$ cat config.mk
export PLATFORM = sky130hd
export DESIGN_NAME = multdiv_seq
export DESIGN_NICKNAME = d
export VERILOG_FILES = /design/src/rtl/multdiv_pkg.sv /design/src/rtl/iter_counter.sv /design/src/rtl/multdiv_seq.sv
export SDC_FILE = /design/constraint.sdc
export NUM_CORES = 1
export LEC_CHECK = 0
export ABC_AREA = 0
export CORE_UTILIZATION = 38
export DETAILED_ROUTE_END_ITERATION = 7
export PLACE_DENSITY = 0.73
export SKIP_CTS_REPAIR_TIMING = 1
export SYNTH_ARGS = -nofsm -noshare
export SYNTH_HDL_FRONTEND = slang
export SYNTH_SLANG_ARGS = --single-unit
$ cat constraint.sdc
create_clock -name clock -period 1.3 [get_ports clock]
set_input_delay 0.195 -clock clock [delete_from_list [all_inputs] [get_ports clock]]
set_output_delay 0.195 -clock clock [all_outputs]
set_load 0.02 [all_outputs]
$ cat src/rtl/multdiv_pkg.sv
// ----------------------------------------------------------------------------
// multdiv_pkg
// Shared definitions for the iterative multiply/divide sequencer.
//   state_t        : sequencer states (IDLE, LOAD, ITER, DONE)
//   ITERS_DEFAULT  : iterations per operation, one per operand bit
//   OP_MULT/OP_DIV : encoding of the op-type register / op_is_div output
// ----------------------------------------------------------------------------
package multdiv_pkg;

    localparam int ITERS_DEFAULT = 32;

    localparam logic OP_MULT = 1'b0;
    localparam logic OP_DIV  = 1'b1;

    typedef enum logic [1:0] {
        IDLE = 2'b00,
        LOAD = 2'b01,
        ITER = 2'b10,
        DONE = 2'b11
    } state_t;

endpackage

$ cat src/rtl/iter_counter.sv
// ----------------------------------------------------------------------------
// iter_counter
// Iteration index counter for the multiply/divide sequencer.
//   clock        : rising-edge clock
//   ctrl_reset_n : asynchronous active-low reset, count -> 0
//   clr          : synchronous clear (has priority over en)
//   en           : increment by one (modulo 2^CNT_W)
//   count        : current iteration index
//   last         : high when count == ITERS-1
// ----------------------------------------------------------------------------
module iter_counter #(
    parameter int ITERS = 32,
    parameter int CNT_W = 6
) (
    input  logic             clock,
    input  logic             ctrl_reset_n,
    input  logic             clr,
    input  logic             en,
    output logic [CNT_W-1:0] count,
    output logic             last
);

    localparam logic [CNT_W-1:0] LAST_VAL = CNT_W'(ITERS - 1);
    localparam logic [CNT_W-1:0] ONE      = CNT_W'(1);

    // Clear wins over enable so a restart during ITER always lands on 0.
    always_ff @(posedge clock or negedge ctrl_reset_n) begin
        if (!ctrl_reset_n) begin
            count <= '0;
        end else if (clr) begin
            count <= '0;
        end else if (en) begin
            count <= count + ONE;
        end
    end

    assign last = (count == LAST_VAL);

endmodule

$ cat src/rtl/multdiv_seq.sv
// ----------------------------------------------------------------------------
// multdiv_seq
// Sequencer for the iterative multiply/divide unit. Turns the one-cycle
// start pulses from execute into load/clear/iterate enables for the
// falling-edge datapath registers and returns a one-cycle completion pulse.
//   clock        : rising-edge clock (datapath captures on the falling edge)
//   ctrl_reset_n : asynchronous active-low reset
//   ctrl_MULT    : multiply start pulse (wins if both pulses are high)
//   ctrl_DIV     : divide start pulse
//   divisor_zero : divisor == 0 from the datapath, looked at only in LOAD
//   op_load_en   : operand register enable (combinational from the pulses)
//   acc_clr      : clear accumulator/remainder register
//   iter_en      : one shift/add or shift/subtract step
//   op_is_div    : selects the divide datapath for the whole operation
//   iter_count   : current iteration index
//   busy         : operation in progress (LOAD, ITER, DONE)
//   result_rdy   : one-cycle completion pulse
//   exception    : divide-by-zero, qualified by result_rdy
// ----------------------------------------------------------------------------
module multdiv_seq
    import multdiv_pkg::*;
#(
    parameter int ITERS = ITERS_DEFAULT,
    parameter int CNT_W = 6
) (
    input  logic             clock,
    input  logic             ctrl_reset_n,
    input  logic             ctrl_MULT,
    input  logic             ctrl_DIV,
    input  logic             divisor_zero,
    output logic             op_load_en,
    output logic             acc_clr,
    output logic             iter_en,
    output logic             op_is_div,
    output logic [CNT_W-1:0] iter_count,
    output logic             busy,
    output logic             result_rdy,
    output logic             exception
);

    state_t state;
    state_t state_next;

    logic start;
    logic op_div_q;
    logic exc_q;
    logic cnt_clr;
    logic cnt_en;
    logic cnt_last;

    assign start = ctrl_MULT | ctrl_DIV;

    // The count is zeroed both by the start pulse itself (so a restart shows
    // 0 already in its LOAD cycle) and during LOAD. Incrementing stops on the
    // last index so the count never wraps.
    assign cnt_clr = start | (state == LOAD);
    assign cnt_en  = (state == ITER) & ~cnt_last;

    iter_counter #(
        .ITERS (ITERS),
        .CNT_W (CNT_W)
    ) u_iter_counter (
        .clock        (clock),
        .ctrl_reset_n (ctrl_reset_n),
        .clr          (cnt_clr),
        .en           (cnt_en),
        .count        (iter_count),
        .last         (cnt_last)
    );

    // State register.
    always_ff @(posedge clock or negedge ctrl_reset_n) begin
        if (!ctrl_reset_n) begin
            state <= IDLE;
        end else begin
            state <= state_next;
        end
    end

    // Op type is captured on every accepted start; MULT has priority when
    // both pulses arrive together.
    always_ff @(posedge clock or negedge ctrl_reset_n) begin
        if (!ctrl_reset_n) begin
            op_div_q <= OP_MULT;
        end else if (start) begin
            op_div_q <= ctrl_MULT ? OP_MULT : OP_DIV;
        end
    end

    // Divide-by-zero flag: set from LOAD, dropped when DONE is left or when
    // a new start aborts whatever was in flight.
    always_ff @(posedge clock or negedge ctrl_reset_n) begin
        if (!ctrl_reset_n) begin
            exc_q <= 1'b0;
        end else if (start) begin
            exc_q <= 1'b0;
        end else if ((state == LOAD) && op_div_q && divisor_zero) begin
            exc_q <= 1'b1;
        end else if (state == DONE) begin
            exc_q <= 1'b0;
        end
    end

    // Next state and output decode. A start in any state goes to LOAD; in
    // DONE the current result_rdy still goes out since it is the old op's.
    always_comb begin
        state_next = state;
        op_load_en = start;
        acc_clr    = 1'b0;
        iter_en    = 1'b0;
        busy       = 1'b1;
        result_rdy = 1'b0;
        exception  = 1'b0;
        op_is_div  = op_div_q;

        case (state)
            IDLE: begin
                busy = 1'b0;
            end
            LOAD: begin
                acc_clr = 1'b1;
                if (op_div_q && divisor_zero) begin
                    state_next = DONE;
                end else begin
                    state_next = ITER;
                end
            end
            ITER: begin
                iter_en = 1'b1;
                if (cnt_last) begin
                    state_next = DONE;
                end
            end
            DONE: begin
                result_rdy = 1'b1;
                exception  = exc_q;
                state_next = IDLE;
            end
            default: begin
                state_next = IDLE;
            end
        endcase

        if (start) begin
            state_next = LOAD;
        end
    end

endmodule
==> metrics.txt, run 1 <==
ant diodes 0; worst hold-check path type in -> async; DRC Markers 0; Detailed Routing Iterations Pass 1 4; H-tree Lvls 1; RSZ-0062 raised after global routing yes; most common cell after layout, fill and taps aside buf_4; Worst-Margin Slew 0.4531 ns; largest net degree at the start of global routing 11; num ports 18; Max Fanout on Critical Path 4; number of library cell types mapped by synthesis 28; Pwr per Cell Area 743.3 nW/µm²; Max Transition Viols Final 0; CP max-delay cell dfrtp_1; Hold Vio Cnt, Final 0; setup_tns -0.1742 ns; CP cell instances buf_6, nand2b_4, inv_4, buf_6, or3_1, mux2i_1; Cells after DPL 93; DRT iter0 DRCs 14; port buffer count 17; Die Area 1546 µm²; Area Overhead vs Synth 88.42%; Post-Route WL 1.510 mm; synthesized instance count 54; CP endpoint kind register; number of synthesized flops with an enable pin 0; failing checks setup timing; max_slew headroom 69.70%; Synth Flop Type dfrtp_1; Yosys top cell area share between 40% and 50%; CTS buffer count 3; most frequent cells in the layout buf_4, buf_6, dlymetal6s2s_1; post-synth top area cell dfrtp_1; area of the core 1301 µm²; mean post-synth cell area about 9.8 µm²; Max VDD drop 0.0005909 V; CTS max path bufs 2; skew final 0.005118 ns; Most Frequent Cell on Critical Path buf_6; FFs w/ async S/R, synth 100.0%; final worst path period share 103.6%; global router's overall resource usage 18.30%; Initial Utilization 40.67%; Worst-Skew Late Latency between 0.2 and 0.3 ns; fmax 742.7 MHz; run status finished with violations; number of global-route vias before repair 442; largest cells by area after synthesis dfrtp_1, nand3_1, mux2i_1; first-pass GRT wire length 1.835 mm; CTS clk-pin slew, worst paths 0.07 ns; antenna violations before repair 0; CP arrival 1.53 ns; via count 548; total grt overflow 0; Mapped Area 529.3 µm²; Seq/Total Area, Yosys 47.28%; CP required 1.48 ns; final net count 97; Tmin final 1.346 ns; flops & latches, synth 10; Startpoint Class register; filler instances 86; Placer Congestion around 0.82; DP Wirelength 925.8 µm; CTS root buf clkbuf_4; Lkg Pwr 0.5367 nW; Crit path max-delay family flip-flops; Worst Slack Setup Final -0.04643 ns; slowest stage delay, CP 0.42 ns; Die Y-Extent 39.32 µm; Max-Cap Viols 0; syn_nets 60; CP Buf/Inv Count 3; WS Path Type reg -> reg; clock sinks 10; Synth warnings 0; Final ANT Viol Nets 0; TritonCTS clock tree yes; WHS 0.2403 ns; Setup Viol. Count Final 7; layout cells sized above 1 45.56%; die width 39.32 µm; Non-Filler Instances between 100 and 150; routed len/inst 14.38 µm; DR vias/cell 5.219; pre-CTS WS -0.2831 ns; Cell Rows 13
## sequential cells by signal, summed over array words and instances, names as in the netlist
register and flops:
u_iter_counter.count 6, state 2, exc_q 1, op_is_div 1
## per-layer routing
layer  vias to the layer above  GRT usage (%)  wire length [µm]
met2                        12          29.58               746
met3                         2          5.114                49
met1                       261          22.54               703
met5                         -              0                 0
met4                         0          7.759                10
li1                        273              -                 -
## cell families (layout without fill, tap and decap cells)
kind of cell | after synthesis | after routing | synth area share, %
adders and majority gates | 1 | 1 | 2.364
DFF | 10 | 10 | 47.28
muxes | 2 | 2 | 3.783
AOI/OAI and AO/OA | 11 | 11 | 14.42
and+or+nand+nor | 25 | 25 | 28.61
buffers and inverters | 5 | 41 | 3.545
## synth_stat cells, drive strengths merged (2+ instances only)
cell type and instances:
nor2 3, nor3 2, a41oi 2, a211oi 2
inv 5, a21oi 3, nand3 5, dfrtp 10
mux2i 2, nand2 2, nand2b 3
## area by class of cell
class / count / area (µm²) / area share (%)
repair buffers: 32 / 321.6 / 32.25
clock buffers: 4 / 36.28 / 3.639
well taps: 15 / 18.77 / 1.882
flip-flops and latches: 10 / 256.5 / 25.72
multi-input cells: 39 / 342.8 / 34.38
inverters: 5 / 21.27 / 2.133
## power by group
group / internal, mW / switching (mW)
combinational: 0.0765 / 0.0589
clock: 0.170 / 0.110
sequential: 0.318 / 0.00776
## final timing paths
check / from / end / slack [ns] / cells past startpoint
worst max-delay path: state[1] / u_iter_counter.count[0] / -0.05 / 6
worst min-delay path: ctrl_reset_n / u_iter_counter.count[5] / 0.24 / 1
worst max register to register: state[1] / u_iter_counter.count[0] / -0.05 / 6
worst min register to register: op_is_div / op_is_div / 0.53 / 2
max in group asynchronous: ctrl_reset_n / state[0] / 0.72 / 1
min in group clock: ctrl_MULT / op_is_div / 0.51 / 2
## worst register-to-register path: cells and delay by family, from the launching register on
kind | cells | cell delay [ns]
multiplexers | 1 | 0.16
buffers and inverters | 3 | 0.26
flip-flops | 1 | 0.42
AND/OR/NAND/NOR | 2 | 0.42
## per-stage QoR
step / utilization (%) / total power, mW / cell area (µm²)
2_1_floorplan: - / 0.3709 / 546.8
3_3_place_gp: 60.58 / 0.4349 / 788.3
6_report: 76.63 / 0.7412 / 997.2
4_1_cts: 63.37 / 0.7095 / 824.5
5_1_grt: 76.63 / 0.7713 / 997.2
3_5_place_dp: 60.58 / 0.4346 / 788.3
No activity file was read; power rests on OpenSTA's default activity.
==> run 2: changes to the inputs <==
ABC_CLOCK_PERIOD_IN_PS = 1300   (was not set)
==> results of run 2 <==
The final DEF is identical to that of run 1; final timing and power are the same.
==> run 3: changes to the inputs <==
ABC_CLOCK_PERIOD_IN_PS = 1400   (was 1300)
CORE_UTILIZATION = 40   (was 38)
PLACE_DENSITY = 0.74   (was 0.73)
SETUP_SLACK_MARGIN = 0.3   (was not set)
clock period = 1.4 ns   (was 1.3 ns; I/O delays follow)
==> run 3 against run 2 <==
  * The run still ends with setup timing left
  * Cell area shrank 6.1%
  * Utilization grew 3.3 points
  * Final cell count shrank 4.8%
  * Clock skew grew 0.0045 ns
  * Power shrank 15%
  * Routed wire length shrank 1.1%
  * Sequential share of layout area grew 1.8 points
  * Register-to-register slack gained 0.03 ns
  * Clock-buffer cell count is the same
  * Worst setup slack gained 0.031 ns
  * Clock power shrank 19%
  * Maximum frequency shrank 4.9%
  * Largest cell class unchanged
==> metrics.txt, run 3 (synthesized netlist as in run 1, its figures left out) <==
Pwr per Cell Area 676.5 nW/µm² (was 743.3 nW/µm²); final net count 93 (was 97); CTS buffer count 3 (unchanged); skew final 0.009654 ns (was 0.005118 ns); Internal 458.1 µW (was 564.3 µW); Clock power frac 35.8% (was 37.8%); CTS root buf clkbuf_4 (unchanged); Max Fanout on Critical Path 4 (unchanged); met3 routed WL 37 µm (was 49 µm); Tmin final 1.416 ns (was 1.346 ns); fmax 706.4 MHz (was 742.7 MHz); M1 wire length 699 µm (was 703 µm); Most flops, register u_iter_counter.count (unchanged); setup_tns -0.02666 ns (was -0.1742 ns); met2 WL 733 µm (was 746 µm); max reg flops 6 (unchanged); Worst-Margin Slew 0.4507 ns (was 0.4531 ns); routed len/inst 14.94 µm (was 14.38 µm); DR vias/cell 5.500 (was 5.219); Placer Congestion 0.8019 (was 0.8232); top flop regs u_iter_counter.count (6), state (2) (unchanged); Post-Route WL 1.494 mm (was 1.510 mm); RSZ-0062 raised after global routing yes (unchanged); DRT iter0 DRCs 17 (was 14); CTS clk-pin slew, worst paths 0.08 ns (was 0.07 ns); Comb pwr share 16.7% (was 18.3%); largest net degree at the start of global routing 11 (unchanged); Setup Viol. Count Final 2 (was 7); final worst path period share 101.1% (was 103.6%); HP Start ctrl_MULT; DRC Markers 0 (unchanged); first-pass GRT wire length 2.090 mm (was 1.835 mm); ant diodes 0 (unchanged); switch share 27.64% (was 23.87%); global router's overall resource usage 21.03% (was 18.30%); Detailed Routing Iterations Pass 1 3 (was 4); clock sinks 10 (unchanged); failing checks setup timing (unchanged); Worst Slack Setup Final -0.01561 ns (was -0.04643 ns); via count 550 (was 548); TritonCTS clock tree yes (unchanged); DP Wirelength 923.6 µm (was 925.8 µm); Max VDD drop 0.0005161 V (was 0.0005909 V); Die Y-Extent 38.38 µm (was 39.32 µm); run status finished with violations (unchanged); CP arrival 1.63 ns (was 1.53 ns); total grt overflow 0 (unchanged); r2r setup slk -0.02 ns (was -0.05 ns); port buffer count 17 (unchanged); Startpoint Class register (unchanged); Lkg Pwr 0.4121 nW (was 0.5367 nW); reg2reg end u_iter_counter.count[5] (was u_iter_counter.count[0]); num ports 18 (unchanged); Cell Rows 12 (was 13); Die Area 1473 µm² (was 1546 µm²); Sequential Power Share 47.4% (was 43.9%); hold path depth 2; Area Overhead vs Synth 76.83% (was 88.42%); antenna violations before repair 0 (unchanged); WS Path Type reg -> reg (unchanged); Max Transition Viols Final 0 (unchanged); layout cells sized above 1 59.30% (was 45.56%); CP endpoint kind register (unchanged); Hold Vio Cnt, Final 0 (unchanged); Initial Utilization 45.19% (was 40.67%); Final ANT Viol Nets 0 (unchanged); Worst-Skew Late Latency 0.28 ns (was 0.27 ns); hold path endpoint op_is_div; worst hold-check path type in -> reg (was in -> async); most frequent cells in the layout buf_4, buf_6, dfrtp_2 (was buf_4, buf_6, dlymetal6s2s_1); sw power 175.0 µW (was 177.0 µW); CTS max path bufs 2 (unchanged); max_slew headroom 69.86% (was 69.70%); worst reg2reg path depth 4 (was 6); DR top layer met4 (unchanged); die width 38.38 µm (was 39.32 µm); H-tree Lvls 1 (unchanged); final core occ 79.91% (was 76.63%); Max-Cap Viols 0 (unchanged); CP required 1.62 ns (was 1.48 ns); number of global-route vias before repair 480 (was 442); Reg2Reg Launch Point state[0] (was state[1]); area of the core 1171 µm² (was 1301 µm²); most common cell after layout, fill and taps aside buf_4 (unchanged)
## run 3: worst max-delay path by stage
stage | to | startpoint
final | u_iter_counter.count[5] | state[0]
after CTS | acc_clr | state[1]
after detailed placement | op_load_en | ctrl_DIV
after floorplan | u_iter_counter.count[5] | u_iter_counter.count[1]
after global routing | u_iter_counter.count[5] | state[0]
after global placement | op_load_en | ctrl_DIV
## run 3: critical path: stages (launching register included)
cell      delay (ns)
dfrtp_1         0.39
buf_4           0.14
nand4b_4        0.19
or4_4           0.51
a21oi_2         0.13
## run 3: final cells by class
type	count	area, µm²
Timing Repair Buffer	28	254.0
Inverter	5	22.52
Sequential cell	10	257.7
Tap cell	14	17.52
Multi-Input combinational cell	39	357.8
Clock buffer	4	26.28
Fill cell	74	235.2
## run 3: power by group through the flow
stage | combinational, mW | sequential, mW | clock, mW
floorplan | 0.0368 | 0.309 | 0
global placement | 0.102 | 0.306 | 0
detailed placement | 0.102 | 0.306 | 0
CTS | 0.103 | 0.301 | 0.224
global route | 0.115 | 0.301 | 0.228
finish | 0.106 | 0.300 | 0.227
## run 3: per-stage QoR
| stage | worst slack [ns] | instances | hold WS, ns | area (µm²) | power, mW |
|---|---|---|---|---|---|
| finish | -0.01561 | 100 | 0.1486 | 935.9 | 0.6331 |
| global route | -0.05391 | 100 | 0.1852 | 935.9 | 0.6442 |
| CTS | -0.3524 | 96 | 0.2597 | 823.3 | 0.6272 |
| detailed placement | -0.2378 | 92 | 0.5275 | 797.0 | 0.4085 |
| global placement | -0.2077 | 92 | 0.5207 | 797.0 | 0.4081 |
| floorplan | 0.1369 | 54 | -0.08559 | 556.8 | 0.3459 |
## run 3: routing by layer
metal / global-route usage, % / vias to the layer above
met4: 7.759 / 0
met1: 30.11 / 271
li1: - / 266
met5: 0 / -
met3: 5.233 / 3
met2: 30.51 / 10
==> variant, RTL diff (settings of run 2) <==
`CNT_W` is set to 6 in 2 places; all go to 12.
--- a/src/rtl/iter_counter.sv
+++ b/src/rtl/iter_counter.sv
@@ -10,7 +10,7 @@
 // ----------------------------------------------------------------------------
 module iter_counter #(
     parameter int ITERS = 32,
-    parameter int CNT_W = 6
+    parameter int CNT_W = 12
 ) (
     input  logic             clock,
     input  logic             ctrl_reset_n,
--- a/src/rtl/multdiv_seq.sv
+++ b/src/rtl/multdiv_seq.sv
@@ -21,7 +21,7 @@
     import multdiv_pkg::*;
 #(
     parameter int ITERS = ITERS_DEFAULT,
-    parameter int CNT_W = 6
+    parameter int CNT_W = 12
 ) (
     input  logic             clock,
     input  logic             ctrl_reset_n,
Interface: changed (resized iter_count); port bits go from 18 to 24. The function was not compared with the original's and may differ.
==> variant against run 2 <==
The flow still finishes with violations (negative setup slack). Final cell count is 69% higher. Critical endpoint unchanged. Synthesized cell count is 74% higher. Total power is 35% higher. Design area is 56% higher. Routed wire length is 71% higher. First-iteration DRC count is 7.1% higher. Via count is 73% higher. Area after synthesis is 64% higher. Sequential cell count is 6 higher. Critical path depth is 2 lower. Worst setup slack worse by 350 ps.
==> variant: results (changes against run 2) <==
stage;metric;value;unit;change
final_layout;layout cells sized above 1;50.67;%;was 45.56%
synth;top cells by area, synth;dfrtp_1 46%, a21oi_1 4.0%, xnor2_1 4.0%;;was dfrtp_1 47%, nand3_1 4.7%, mux2i_1 3.8%
placement;DP Area;1404;µm²;was 788.3 µm²
synth;syn_area_per_cell;9.238;µm²;was 9.801 µm²
power;peak supply drop;0.5980;mV;was 0.5909 mV
final_layout;post-route insts no fill;177;;was 105
placement;Cells after DPL;170;;was 93
timing;final worst slack;-395.6;ps;was -46.43 ps
final_layout;Final #Nets;157;;was 97
grt;GRT Total Usage;23.32;%;was 18.30%
placement;Post-DP HPWL;1.891;mm;was 925.8 µm
timing;Final Setup Violations;18;;was 7
placement;GPL Wtd Cong;0.8429;;was 0.8232
grt;first-pass GRT wire length;4.271;mm;was 1.835 mm
clock_tree;clk_lat worst skew;290;ps;was 270 ps
synth;most common library cells after synthesis;16 x dfrtp_1, 9 x nor2_1, 7 x a21oi_1;;was 10 x dfrtp_1, 5 x nand3_1, 4 x inv_1
timing;worst-margin pin slew;315.0;ps;was 453.1 ps
clock_tree;clock tree buffer depth;2;;unchanged
final_layout;register cell area after layout;410.4;µm²;was 256.5 µm²
placement;setup slack after placement;-380.0;ps;was -283.1 ps
synth;Synth Net Count;100;;was 60
timing;final hold slack;215.1;ps;was 240.3 ps
synth;synth unique cells;30;;was 28
drt;final WL;2.580;mm;was 1.510 mm
setup_path;WP data arrival;1880;ps;was 1530 ps
grt;largest net degree at the start of global routing;17;;was 11
synth;Seq/Total Area, Yosys;46.11;%;was 47.28%
run_status;run status;complete, but fails checks;;unchanged
drt;vias per cell;5.345;;was 5.219
drt;initial drt markers;15;;was 14
synth;asr flop ratio synth;100.0;%;unchanged
timing;setup TNS;-3962;ps;was -174.2 ps
setup_path;R2R cell count;4;;was 6
final_layout;largest registers;u_iter_counter.count: 12 flops, state: 2 flops;;was u_iter_counter.count: 6 flops, state: 2 flops
clock_tree;Clk pin slew, worst setup/hold paths;90;ps;was 70 ps
placement;number of port buffers;23;;was 17
timing;Clock Skew;0.9442;ps;was 5.118 ps
final_layout;max reg flops;12;;was 6
grt;vias in the first global route;933;;was 442
run_status;failing checks;negative setup slack;;unchanged
power;Pleak;0.8791;nW;was 0.5367 nW
final_layout;Fillers;154;;was 86
variant: cell count changes after synthesis, sizes merged, moves of 3 or more:
cell / before / now
a21oi: 3 / 7
or3: 1 / 6
dfrtp: 10 / 16
o21ai: 1 / 5
xnor2: 0 / 4
clkbuf: 0 / 4
or2: 1 / 4
a31oi: 0 / 3
nand2b: 3 / 0
o31ai: 0 / 3
nor2: 3 / 9
variant: power breakdown:
group	internal [mW]	total (mW)	switching, mW
registers	0.505	0.515	0.00963
clock network	0.171	0.332	0.161
logic	0.0798	0.153	0.0735
total	0.756	1.00	0.245
variant: cell type report:
| class | count | share of cell area (%) |
|---|---|---|
| Clock buffer | 4 | 2.326 |
| Multi-Input combinational cell | 71 | 34.64 |
| Timing Repair Buffer | 56 | 33.84 |
| Sequential cell | 16 | 26.30 |
| Inverter | 3 | 0.7217 |
| Tap cell | 27 | 2.165 |
variant: kinds of logic (layout without fill, tap and decap cells):
kind of cell	count (synthesis)	in the layout	share of synthesized area [%]
adder cells (fa/ha/maj)	1	1	1.441
AO/OA/AOI/OAI	20	20	14.41
XOR/XNOR	5	5	5.043
flip-flops	16	16	46.11
multiplexers	2	2	2.306
AND/OR/NAND/NOR	43	43	27.67
buffers and inverters	7	63	3.025
variant: worst max-delay path, stage by stage (launching register included):
cell     delay (ps)
dfrtp_2         410
or4_4           560
or3_4           370
a31oi_1         150
a21oi_1          90
variant: path summary, 6_finish.rpt:
path	end	startpoint
max	u_iter_counter.count[0]$_DFFE_PN0P_	u_iter_counter.count[5]$_DFFE_PN0P_
min	state[0]$_DFFE_PN0P_	ctrl_reset_n
max reg2reg	u_iter_counter.count[0]$_DFFE_PN0P_	u_iter_counter.count[5]$_DFFE_PN0P_
min reg2reg	op_is_div$_DFFE_PN0P_	op_is_div$_DFFE_PN0P_
max in group asynchronous	u_iter_counter.count[3]$_DFFE_PN0P_	ctrl_reset_n
min in group clock	op_is_div$_DFFE_PN0P_	ctrl_MULT
variant: routing by layer:
layer  global-route usage, %  part of all wire, %  wire, µm  up-vias
met2                   42.57                   53      1367       23
met4                   6.190                 0.97        25        0
met5                       0                    0         0        -
li1                        -                    -         -      453
met1                   27.77                   42      1080      467
met3                   4.012                  4.1       106        3
